`src/rtl/trap_ctrl_pkg.sv`:
```
// Shared constants for the machine-mode trap controller: PC-select codes,
// FSM states, CSR addresses and trap cause codes.
package trap_pkg;

    localparam logic [1:0] RESET = 2'b00;
    localparam logic [1:0] TRAP  = 2'b01;
    localparam logic [1:0] EPC   = 2'b10;
    localparam logic [1:0] NEXT  = 2'b11;

    typedef enum logic [1:0] {
        S_BOOT = 2'd0,
        S_RUN  = 2'd1,
        S_TRAP = 2'd2,
        S_RET  = 2'd3
    } state_t;

    localparam logic [11:0] CSR_MSTATUS = 12'h300;
    localparam logic [11:0] CSR_MIE     = 12'h304;
    localparam logic [11:0] CSR_MTVEC   = 12'h305;
    localparam logic [11:0] CSR_MEPC    = 12'h341;
    localparam logic [11:0] CSR_MCAUSE  = 12'h342;
    localparam logic [11:0] CSR_MIP     = 12'h344;

    localparam logic [3:0] CAUSE_ILLEGAL = 4'd2;
    localparam logic [3:0] CAUSE_EBREAK  = 4'd3;
    localparam logic [3:0] CAUSE_ECALL   = 4'd11;
    localparam logic [3:0] IRQ_SW        = 4'd3;
    localparam logic [3:0] IRQ_TIMER     = 4'd7;
    localparam logic [3:0] IRQ_EXT       = 4'd11;

    // mcause layout: interrupt flag in the MSB, exception code in the low bits
    function automatic logic [31:0] make_cause(input logic intr, input logic [3:0] code);
        return {intr, 27'd0, code};
    endfunction

endpackage

```
`src/rtl/trap_ctrl_if.sv`:
```
// EX-stage / fetch-side bundle between the pipeline (master) and the trap
// controller (slave).
interface trap_ctrl_if #(parameter int XLEN = 32);
    logic            ex_valid;
    logic [XLEN-1:0] ex_pc;
    logic            exc_illegal;
    logic            exc_ecall;
    logic            exc_ebreak;
    logic            is_mret;
    logic            irq_ext;
    logic            irq_sw;
    logic            irq_timer;
    logic            csr_we;
    logic [11:0]     csr_addr;
    logic [XLEN-1:0] csr_wdata;
    logic [XLEN-1:0] csr_rdata;
    logic [1:0]      pc_src;
    logic [XLEN-1:0] pc_trap;
    logic [XLEN-1:0] mepc;
    logic            flush;

    modport master (
        output ex_valid, ex_pc, exc_illegal, exc_ecall, exc_ebreak, is_mret,
               irq_ext, irq_sw, irq_timer, csr_we, csr_addr, csr_wdata,
        input  csr_rdata, pc_src, pc_trap, mepc, flush
    );

    modport slave (
        input  ex_valid, ex_pc, exc_illegal, exc_ecall, exc_ebreak, is_mret,
               irq_ext, irq_sw, irq_timer, csr_we, csr_addr, csr_wdata,
        output csr_rdata, pc_src, pc_trap, mepc, flush
    );
endinterface

```
`src/rtl/trap_ctrl_csr.sv`:
```
// Trap CSR file (mstatus, mie, mip, mtvec, mepc, mcause) with write path,
// read mux and trap-target decode. Vectored mtvec mode under TRAP_VECTORED_EN.
module trap_csr
    import trap_pkg::*;
#(
    parameter int XLEN = 32
) (
    input  logic            clk,
    input  logic            rst,
    input  logic            we,
    input  logic [11:0]     addr,
    input  logic [XLEN-1:0] wdata,
    input  logic            trap_take,
    input  logic [XLEN-1:0] trap_cause,
    input  logic [XLEN-1:0] trap_epc,
    input  logic            mret_take,
    input  logic            irq_ext,
    input  logic            irq_sw,
    input  logic            irq_timer,
    output logic [XLEN-1:0] rdata,
    output logic            status_mie,
    output logic [2:0]      mie_en,
    output logic [XLEN-1:0] mepc,
    output logic [XLEN-1:0] pc_trap
);

    logic            mpie_q;
    logic            mie_q;
    logic [2:0]      mie_en_q;
    logic [XLEN-1:0] mtvec_q;
    logic [XLEN-1:0] mepc_q;
    logic [XLEN-1:0] mcause_q;
    logic [XLEN-1:0] mtvec_wval;

`ifdef TRAP_VECTORED_EN
    // Reserved modes 1x collapse to direct mode
    assign mtvec_wval = wdata[1] ? (wdata & ~XLEN'(3)) : wdata;
    assign pc_trap    = (mtvec_q[1:0] == 2'b01 && mcause_q[XLEN-1])
                        ? (mtvec_q & ~XLEN'(3)) + (mcause_q << 2)
                        : (mtvec_q & ~XLEN'(3));
`else
    assign mtvec_wval = wdata & ~XLEN'(3);
    assign pc_trap    = mtvec_q;
`endif

    // Trap entry and mret take precedence over a same-cycle CSR write
    always_ff @(posedge clk or posedge rst) begin
        if (rst) begin
            mpie_q   <= 1'b0;
            mie_q    <= 1'b0;
            mie_en_q <= 3'b000;
            mtvec_q  <= '0;
            mepc_q   <= '0;
            mcause_q <= '0;
        end else begin
            if (trap_take) begin
                mpie_q <= mie_q;
                mie_q  <= 1'b0;
            end else if (mret_take) begin
                mie_q  <= mpie_q;
                mpie_q <= 1'b1;
            end else if (we && addr == CSR_MSTATUS) begin
                mie_q  <= wdata[3];
                mpie_q <= wdata[7];
            end

            if (we && addr == CSR_MIE)
                mie_en_q <= {wdata[11], wdata[7], wdata[3]};

            if (we && addr == CSR_MTVEC)
                mtvec_q <= mtvec_wval;

            if (trap_take)
                mepc_q <= trap_epc;
            else if (we && addr == CSR_MEPC)
                mepc_q <= wdata & ~XLEN'(3);

            if (trap_take)
                mcause_q <= trap_cause;
            else if (we && addr == CSR_MCAUSE)
                mcause_q <= wdata;
        end
    end

    always_comb begin
        rdata = '0;
        case (addr)
            CSR_MSTATUS: begin
                rdata[3] = mie_q;
                rdata[7] = mpie_q;
            end
            CSR_MIE: begin
                rdata[3]  = mie_en_q[0];
                rdata[7]  = mie_en_q[1];
                rdata[11] = mie_en_q[2];
            end
            CSR_MTVEC:  rdata = mtvec_q;
            CSR_MEPC:   rdata = mepc_q;
            CSR_MCAUSE: rdata = mcause_q;
            CSR_MIP: begin
                rdata[3]  = irq_sw;
                rdata[7]  = irq_timer;
                rdata[11] = irq_ext;
            end
            default:    rdata = '0;
        endcase
    end

    assign status_mie = mie_q;
    assign mie_en     = mie_en_q;
    assign mepc       = mepc_q;

endmodule

```
`src/rtl/trap_ctrl.sv`:
```
// Machine-mode trap controller: event priority, accept logic and the
// BOOT/RUN/TRAP/RET sequencer feeding the next-PC selector.
module trap_ctrl
    import trap_pkg::*;
#(
    parameter int XLEN = 32
) (
    input  logic     i_clk,
    input  logic     i_rst,
    input  logic     i_stall,
    trap_ctrl_if.slave bus
);

    state_t          state;
    state_t          state_nxt;
    logic            accept;
    logic            exc_any;
    logic [3:0]      exc_code;
    logic            status_mie;
    logic [2:0]      mie_en;
    logic [2:0]      irq_pend;
    logic            irq_any;
    logic [3:0]      irq_code;
    logic            trap_take;
    logic            mret_take;
    logic [XLEN-1:0] trap_cause;
    logic [XLEN-1:0] trap_epc;

    assign accept = (state == S_RUN) && bus.ex_valid && !i_stall;

    always_comb begin
        exc_any = bus.exc_illegal | bus.exc_ebreak | bus.exc_ecall;
        if (bus.exc_illegal)
            exc_code = CAUSE_ILLEGAL;
        else if (bus.exc_ebreak)
            exc_code = CAUSE_EBREAK;
        else
            exc_code = CAUSE_ECALL;
    end

    // Pending bits ordered {ext, timer, sw}; ext beats sw beats timer
    assign irq_pend = {bus.irq_ext, bus.irq_timer, bus.irq_sw} & mie_en & {3{status_mie}};

    always_comb begin
        irq_any = |irq_pend;
        if (irq_pend[2])
            irq_code = IRQ_EXT;
        else if (irq_pend[0])
            irq_code = IRQ_SW;
        else
            irq_code = IRQ_TIMER;
    end

    assign trap_take  = accept && (exc_any || irq_any);
    assign mret_take  = accept && bus.is_mret && !exc_any && !irq_any;
    assign trap_cause = exc_any ? make_cause(1'b0, exc_code) : make_cause(1'b1, irq_code);
    assign trap_epc   = bus.ex_pc & ~XLEN'(3);

    always_comb begin
        state_nxt = state;
        case (state)
            S_BOOT: state_nxt = S_RUN;
            S_RUN: begin
                if (trap_take)
                    state_nxt = S_TRAP;
                else if (mret_take)
                    state_nxt = S_RET;
            end
            S_TRAP: state_nxt = S_RUN;
            S_RET:  state_nxt = S_RUN;
            default: state_nxt = S_BOOT;
        endcase
    end

    always_ff @(posedge i_clk or posedge i_rst) begin
        if (i_rst)
            state <= S_BOOT;
        else
            state <= state_nxt;
    end

    always_comb begin
        bus.pc_src = RESET;
        case (state)
            S_BOOT: bus.pc_src = RESET;
            S_RUN:  bus.pc_src = NEXT;
            S_TRAP: bus.pc_src = TRAP;
            S_RET:  bus.pc_src = EPC;
            default: bus.pc_src = RESET;
        endcase
    end

    assign bus.flush = (state == S_TRAP) || (state == S_RET);

    trap_csr #(.XLEN(XLEN)) u_csr (
        .clk        (i_clk),
        .rst        (i_rst),
        .we         (accept && bus.csr_we),
        .addr       (bus.csr_addr),
        .wdata      (bus.csr_wdata),
        .trap_take  (trap_take),
        .trap_cause (trap_cause),
        .trap_epc   (trap_epc),
        .mret_take  (mret_take),
        .irq_ext    (bus.irq_ext),
        .irq_sw     (bus.irq_sw),
        .irq_timer  (bus.irq_timer),
        .rdata      (bus.csr_rdata),
        .status_mie (status_mie),
        .mie_en     (mie_en),
        .mepc       (bus.mepc),
        .pc_trap    (bus.pc_trap)
    );

endmodule

```
`src/flat_wrapper.sv`:
```
// flat-port wrapper written by rule: the top's interface ports become plain ports
module trap_ctrl_flat import trap_pkg::*;
#(
    parameter int XLEN = 32
)
  (i_clk, i_rst, i_stall, bus_ex_valid, bus_ex_pc, bus_exc_illegal, bus_exc_ecall, bus_exc_ebreak, bus_is_mret, bus_irq_ext, bus_irq_sw, bus_irq_timer, bus_csr_we, bus_csr_addr, bus_csr_wdata, bus_csr_rdata, bus_pc_src, bus_pc_trap, bus_mepc, bus_flush);
  trap_ctrl_if #(.XLEN(XLEN)) bus_i ();
  input  logic i_clk;
  input  logic i_rst;
  input  logic i_stall;
  input wire logic [$bits(bus_i.ex_valid)-1:0] bus_ex_valid;
  input wire logic [$bits(bus_i.ex_pc)-1:0] bus_ex_pc;
  input wire logic [$bits(bus_i.exc_illegal)-1:0] bus_exc_illegal;
  input wire logic [$bits(bus_i.exc_ecall)-1:0] bus_exc_ecall;
  input wire logic [$bits(bus_i.exc_ebreak)-1:0] bus_exc_ebreak;
  input wire logic [$bits(bus_i.is_mret)-1:0] bus_is_mret;
  input wire logic [$bits(bus_i.irq_ext)-1:0] bus_irq_ext;
  input wire logic [$bits(bus_i.irq_sw)-1:0] bus_irq_sw;
  input wire logic [$bits(bus_i.irq_timer)-1:0] bus_irq_timer;
  input wire logic [$bits(bus_i.csr_we)-1:0] bus_csr_we;
  input wire logic [$bits(bus_i.csr_addr)-1:0] bus_csr_addr;
  input wire logic [$bits(bus_i.csr_wdata)-1:0] bus_csr_wdata;
  output wire logic [$bits(bus_i.csr_rdata)-1:0] bus_csr_rdata;
  output wire logic [$bits(bus_i.pc_src)-1:0] bus_pc_src;
  output wire logic [$bits(bus_i.pc_trap)-1:0] bus_pc_trap;
  output wire logic [$bits(bus_i.mepc)-1:0] bus_mepc;
  output wire logic [$bits(bus_i.flush)-1:0] bus_flush;
  assign bus_i.ex_valid = bus_ex_valid;
  assign bus_i.ex_pc = bus_ex_pc;
  assign bus_i.exc_illegal = bus_exc_illegal;
  assign bus_i.exc_ecall = bus_exc_ecall;
  assign bus_i.exc_ebreak = bus_exc_ebreak;
  assign bus_i.is_mret = bus_is_mret;
  assign bus_i.irq_ext = bus_irq_ext;
  assign bus_i.irq_sw = bus_irq_sw;
  assign bus_i.irq_timer = bus_irq_timer;
  assign bus_i.csr_we = bus_csr_we;
  assign bus_i.csr_addr = bus_csr_addr;
  assign bus_i.csr_wdata = bus_csr_wdata;
  assign bus_csr_rdata = bus_i.csr_rdata;
  assign bus_pc_src = bus_i.pc_src;
  assign bus_pc_trap = bus_i.pc_trap;
  assign bus_mepc = bus_i.mepc;
  assign bus_flush = bus_i.flush;
  trap_ctrl #(.XLEN(XLEN)) u_core (.i_clk(i_clk), .i_rst(i_rst), .i_stall(i_stall), .bus(bus_i));
endmodule
```
`config.mk`:
```
export PLATFORM = sky130hd
export DESIGN_NAME = trap_ctrl_flat
export DESIGN_NICKNAME = d
export VERILOG_FILES = /design/src/rtl/trap_ctrl_pkg.sv /design/src/rtl/trap_ctrl_if.sv /design/src/rtl/trap_ctrl_csr.sv /design/src/rtl/trap_ctrl.sv /design/src/flat_wrapper.sv
export SDC_FILE = /design/constraint.sdc
export NUM_CORES = 1
export LEC_CHECK = 0
export CAP_MARGIN = 25
export CORE_MARGIN = 1
export CORE_UTILIZATION = 45
export DETAILED_ROUTE_END_ITERATION = 7
export PLACE_DENSITY = 0.79
export RECOVER_POWER = 100
export SYNTH_ARGS = -nofsm -noshare
export SYNTH_HDL_FRONTEND = slang
export SYNTH_HIERARCHICAL = 1
export SYNTH_SLANG_ARGS = --single-unit
export TNS_END_PERCENT = 5
```
`constraint.sdc`:
```
create_clock -name i_clk -period 7.9 [get_ports i_clk]
set_input_delay 0.79 -clock i_clk [delete_from_list [all_inputs] [get_ports i_clk]]
set_output_delay 0.79 -clock i_clk [all_outputs]
set_load 0.05 [all_outputs]
```
==> results.py <==
metrics = {
    "detailed_routing": {
        "drc": 0,
        "drt_first_pass_iters": 4,
        "avgViaCountPerCell": 5.32,
        "drtAntennaViolNets": 0,
        "vias": 4358,
        "drt_iter0_markers": 222,
        "drt-total-wl_um": 15100,
        "wl_per_cell_um": 18.4,
    },
    "critical_path": {
        "path_class": "in2reg",
        "timing.reg2reg.setup_slack_ps": 2730,
        "crit_arrival_ps": 6090,
        "critPathLaunch": "bus_csr_addr[0]",
        "start_kind": "input port",
        "required_ps": 8120,
        "endpoint_kind": "flip-flop",
        "crit_fanout": 20,
        "r2r_start": "u_core/state[1]$_DFFE_PP0P_",
    },
    "placement": {
        "hpwl_um": 10500,
        "gp_congestion": 0.812,
        "placed_area_sq_um": 7690,
        "dp.cells": 805,
        "numPortBuffers": 182,
    },
    "finish": {
        "final_core_util_pct": 65.1,
        "fin_area_sq_um": 7880,
        "area_growth_syn_to_layout_pct": 40.3,
        "nNetsFinal": 740,
        "antenna_cells": 0,
        "layout.cells.non_filler": 819,
        "drive_above_1_share_pct": 22.3,
    },
    "logic_synthesis": {
        "synthTopCellsByArea": "dfrtp_1 (45%), mux2_2 (24%), mux2_1 (7.6%)",
        "yosysTopAreaCell": "dfrtp_1",
        "syn_inst": 447,
        "synth.avg_cell_area_sq_um": 12.6,
        "synth_edf_count": 0,
        "yosysMostFrequentCell": "mux2_2",
        "synth_common_cells": "mux2_2 (118), dfrtp_1 (101), mux2_1 (38), a22o_1 (29), a21o_1 (27)",
        "yosys_warnings": 6,
        "syn_area_sq_um": 5620,
        "ys_seq_area_share_pct": 45.0,
        "ys_ff_latch": 101,
        "synthArstFlopShare_pct": 100,
        "synth_ff_type": "dfrtp_1",
        "yosysUniqueCellTypes": 50,
        "yosys.area.top_type_share_pct": 45.0,
    },
    "floorplanning": {
        "rows": 40,
        "dieArea_sq_um": 12900,
        "die_y_um": 114,
        "initial_core_util_pct": 46.4,
        "pin_count": 187,
        "core_sq_um": 12100,
        "dieWidth_um": 114,
    },
    "global_route": {
        "track_usage_pct": 24.3,
        "grt_pass1_vias": 4781,
        "grt_overflow": 0,
        "antenna_found_initial": 0,
        "grt_first_pass_wirelength_um": 24300,
        "grt_max_degree": 72,
    },
    "outcome": {
        "status": "finished, violations left",
        "violations": "capacitance limit, slew limit",
    },
    "pwr": {
        "p_total_mw": 2.17,
        "powerDensity_nw_per_um2": 276,
        "p_leak_nw": 3.78,
        "vdd_drop_max_uv": 211,
    },
    "cts": {
        "clockRootBuffer": "clkbuf_16",
        "htreeDepth": 3,
        "ctsResizeCount": 0,
        "post_cts_buffers": 0,
        "cts_buffers": 9,
        "cts_tree": "done",
        "clockBufferDepth": 2,
        "clock_latency_ps": 330,
        "clock-sinks": 101,
        "hold_buffers": 0,
        "cts.clk_slew.worst_paths_ps": 70,
    },
    "run": {
        "maxCapViolCount": 4,
    },
    "sta": {
        "hold_viol": 0,
        "post-route-period-util_pct": 74.4,
        "grt_setup_unrepaired": "false",
        "fin_tns_setup_ps": 0,
        "slew_viol_final": 97,
        "clock.fmax_ghz": 0.170,
        "max_slew_margin_pct": -149,
        "fin_skew_ps": 5.99,
        "tightest_slew_ps": 3730,
        "fin_crit_ps": 5880,
        "setup_viol": 0,
    },
    "hold_path": {
        "hold_start": "u_core/u_csr/pc_trap[12]$_DFFE_PP0P_",
        "hold_class": "reg2reg",
    },
}
==> routing by layer <==
layer / global-route usage, % / vias up / routed length (um)
met5: 0 / - / 0
met4: 5.96 / 0 / 144
met3: 8.45 / 10 / 1400
met2: 41.6 / 166 / 7420
met1: 29.4 / 2168 / 6140
li1: - / 2014 / -
==> power breakdown <==
group	internal (mW)	total, mW	switching, mW	leakage (nW)
Clock	0.228	0.407	0.179	0.128
Sequential	0.692	0.812	0.120	1.27
Combinational	0.410	0.954	0.543	2.38
Total	1.33	2.17	0.842	3.78
==> kinds of logic (layout without fill, tap and decap cells) <==
kind of cell,after synthesis,in the layout,synth area share [%]
adders and majority gates,4,4,0.891
muxes,163,163,32.5
buffers and inverters,40,215,3.43
other,3,32,0.200
AOI/OAI and AO/OA,75,75,10.7
and+or+nand+nor,61,61,7.33
DFF,101,101,45.0
==> cell type report <==
cell class              instances  area [sq um]
multi-input cells             335          2960
fillers                       980          4230
inverters                      10          38.8
clock inverters                 1          7.51
repair buffers                191          1870
flip-flops and latches        101          2530
clock buffers                  13           260
well taps                     168           210
==> sequential cells by signal (all words and copies together) (netlist names) <==
name	flops
u_core/u_csr/mie_en	3
u_core/u_csr/status_mie	1
u_core/u_csr/mcause_q	32
u_core/state	2
u_core/u_csr/mpie_q	1
u_core/u_csr/mepc	32
u_core/u_csr/pc_trap	30
==> metrics by stage <==
stage	setup slack (ps)	hold slack (ps)
3_5_place_dp	3030	524
5_1_grt	1540	554
2_1_floorplan	4520	503
6_report	2020	529
3_3_place_gp	3060	506
4_1_cts	3030	539
==> critical path, stage by stage <==
cell and delay (ps):
dlygate4sd3_1 690, or4b_1 640, nor4_1 2150, clkbuf_1 1130, mux2_1 400, mux2_2 270
==> worst paths after layout <==
| path | endpoint | depth (start not counted) |
|---|---|---|
| hold reg to reg | u_core/u_csr/pc_trap[12]$_DFFE_PP0P_ | 1 |
| setup reg to reg | u_core/u_csr/mcause_q[10]$_DFFE_PP0P_ | 8 |
| setup / recovery | u_core/u_csr/mcause_q[10]$_DFFE_PP0P_ | 6 |
| max in group asynchronous | u_core/u_csr/pc_trap[4]$_DFFE_PP0P_ | 3 |
| min in group asynchronous | u_core/state[1]$_DFFE_PP0P_ | 2 |
| hold / removal | u_core/u_csr/pc_trap[12]$_DFFE_PP0P_ | 1 |
==> cells in the final DEF (no fill, tap or decap), drive strengths merged, types with 2 or more instances in the layout <==
master / n
mux2: 156
dfrtp: 101
dlygate4sd3: 100
clkdlybuf4s50: 82
conb: 32
a22o: 29
a21o: 27
clkbuf: 17
nand2: 15
inv: 9
o21ai: 8
mux2i: 7
nor3: 7
nor2: 6
nand3: 5
buf: 5
nand4: 4
ha: 4
or2: 3
nand3b: 3
and3: 3
nor4: 3
nor2b: 2
and4: 2
a32oi: 2
clkinvlp: 2
a31oi: 2
nor3b: 2
No activity file was read; power rests on OpenSTA's default activity.
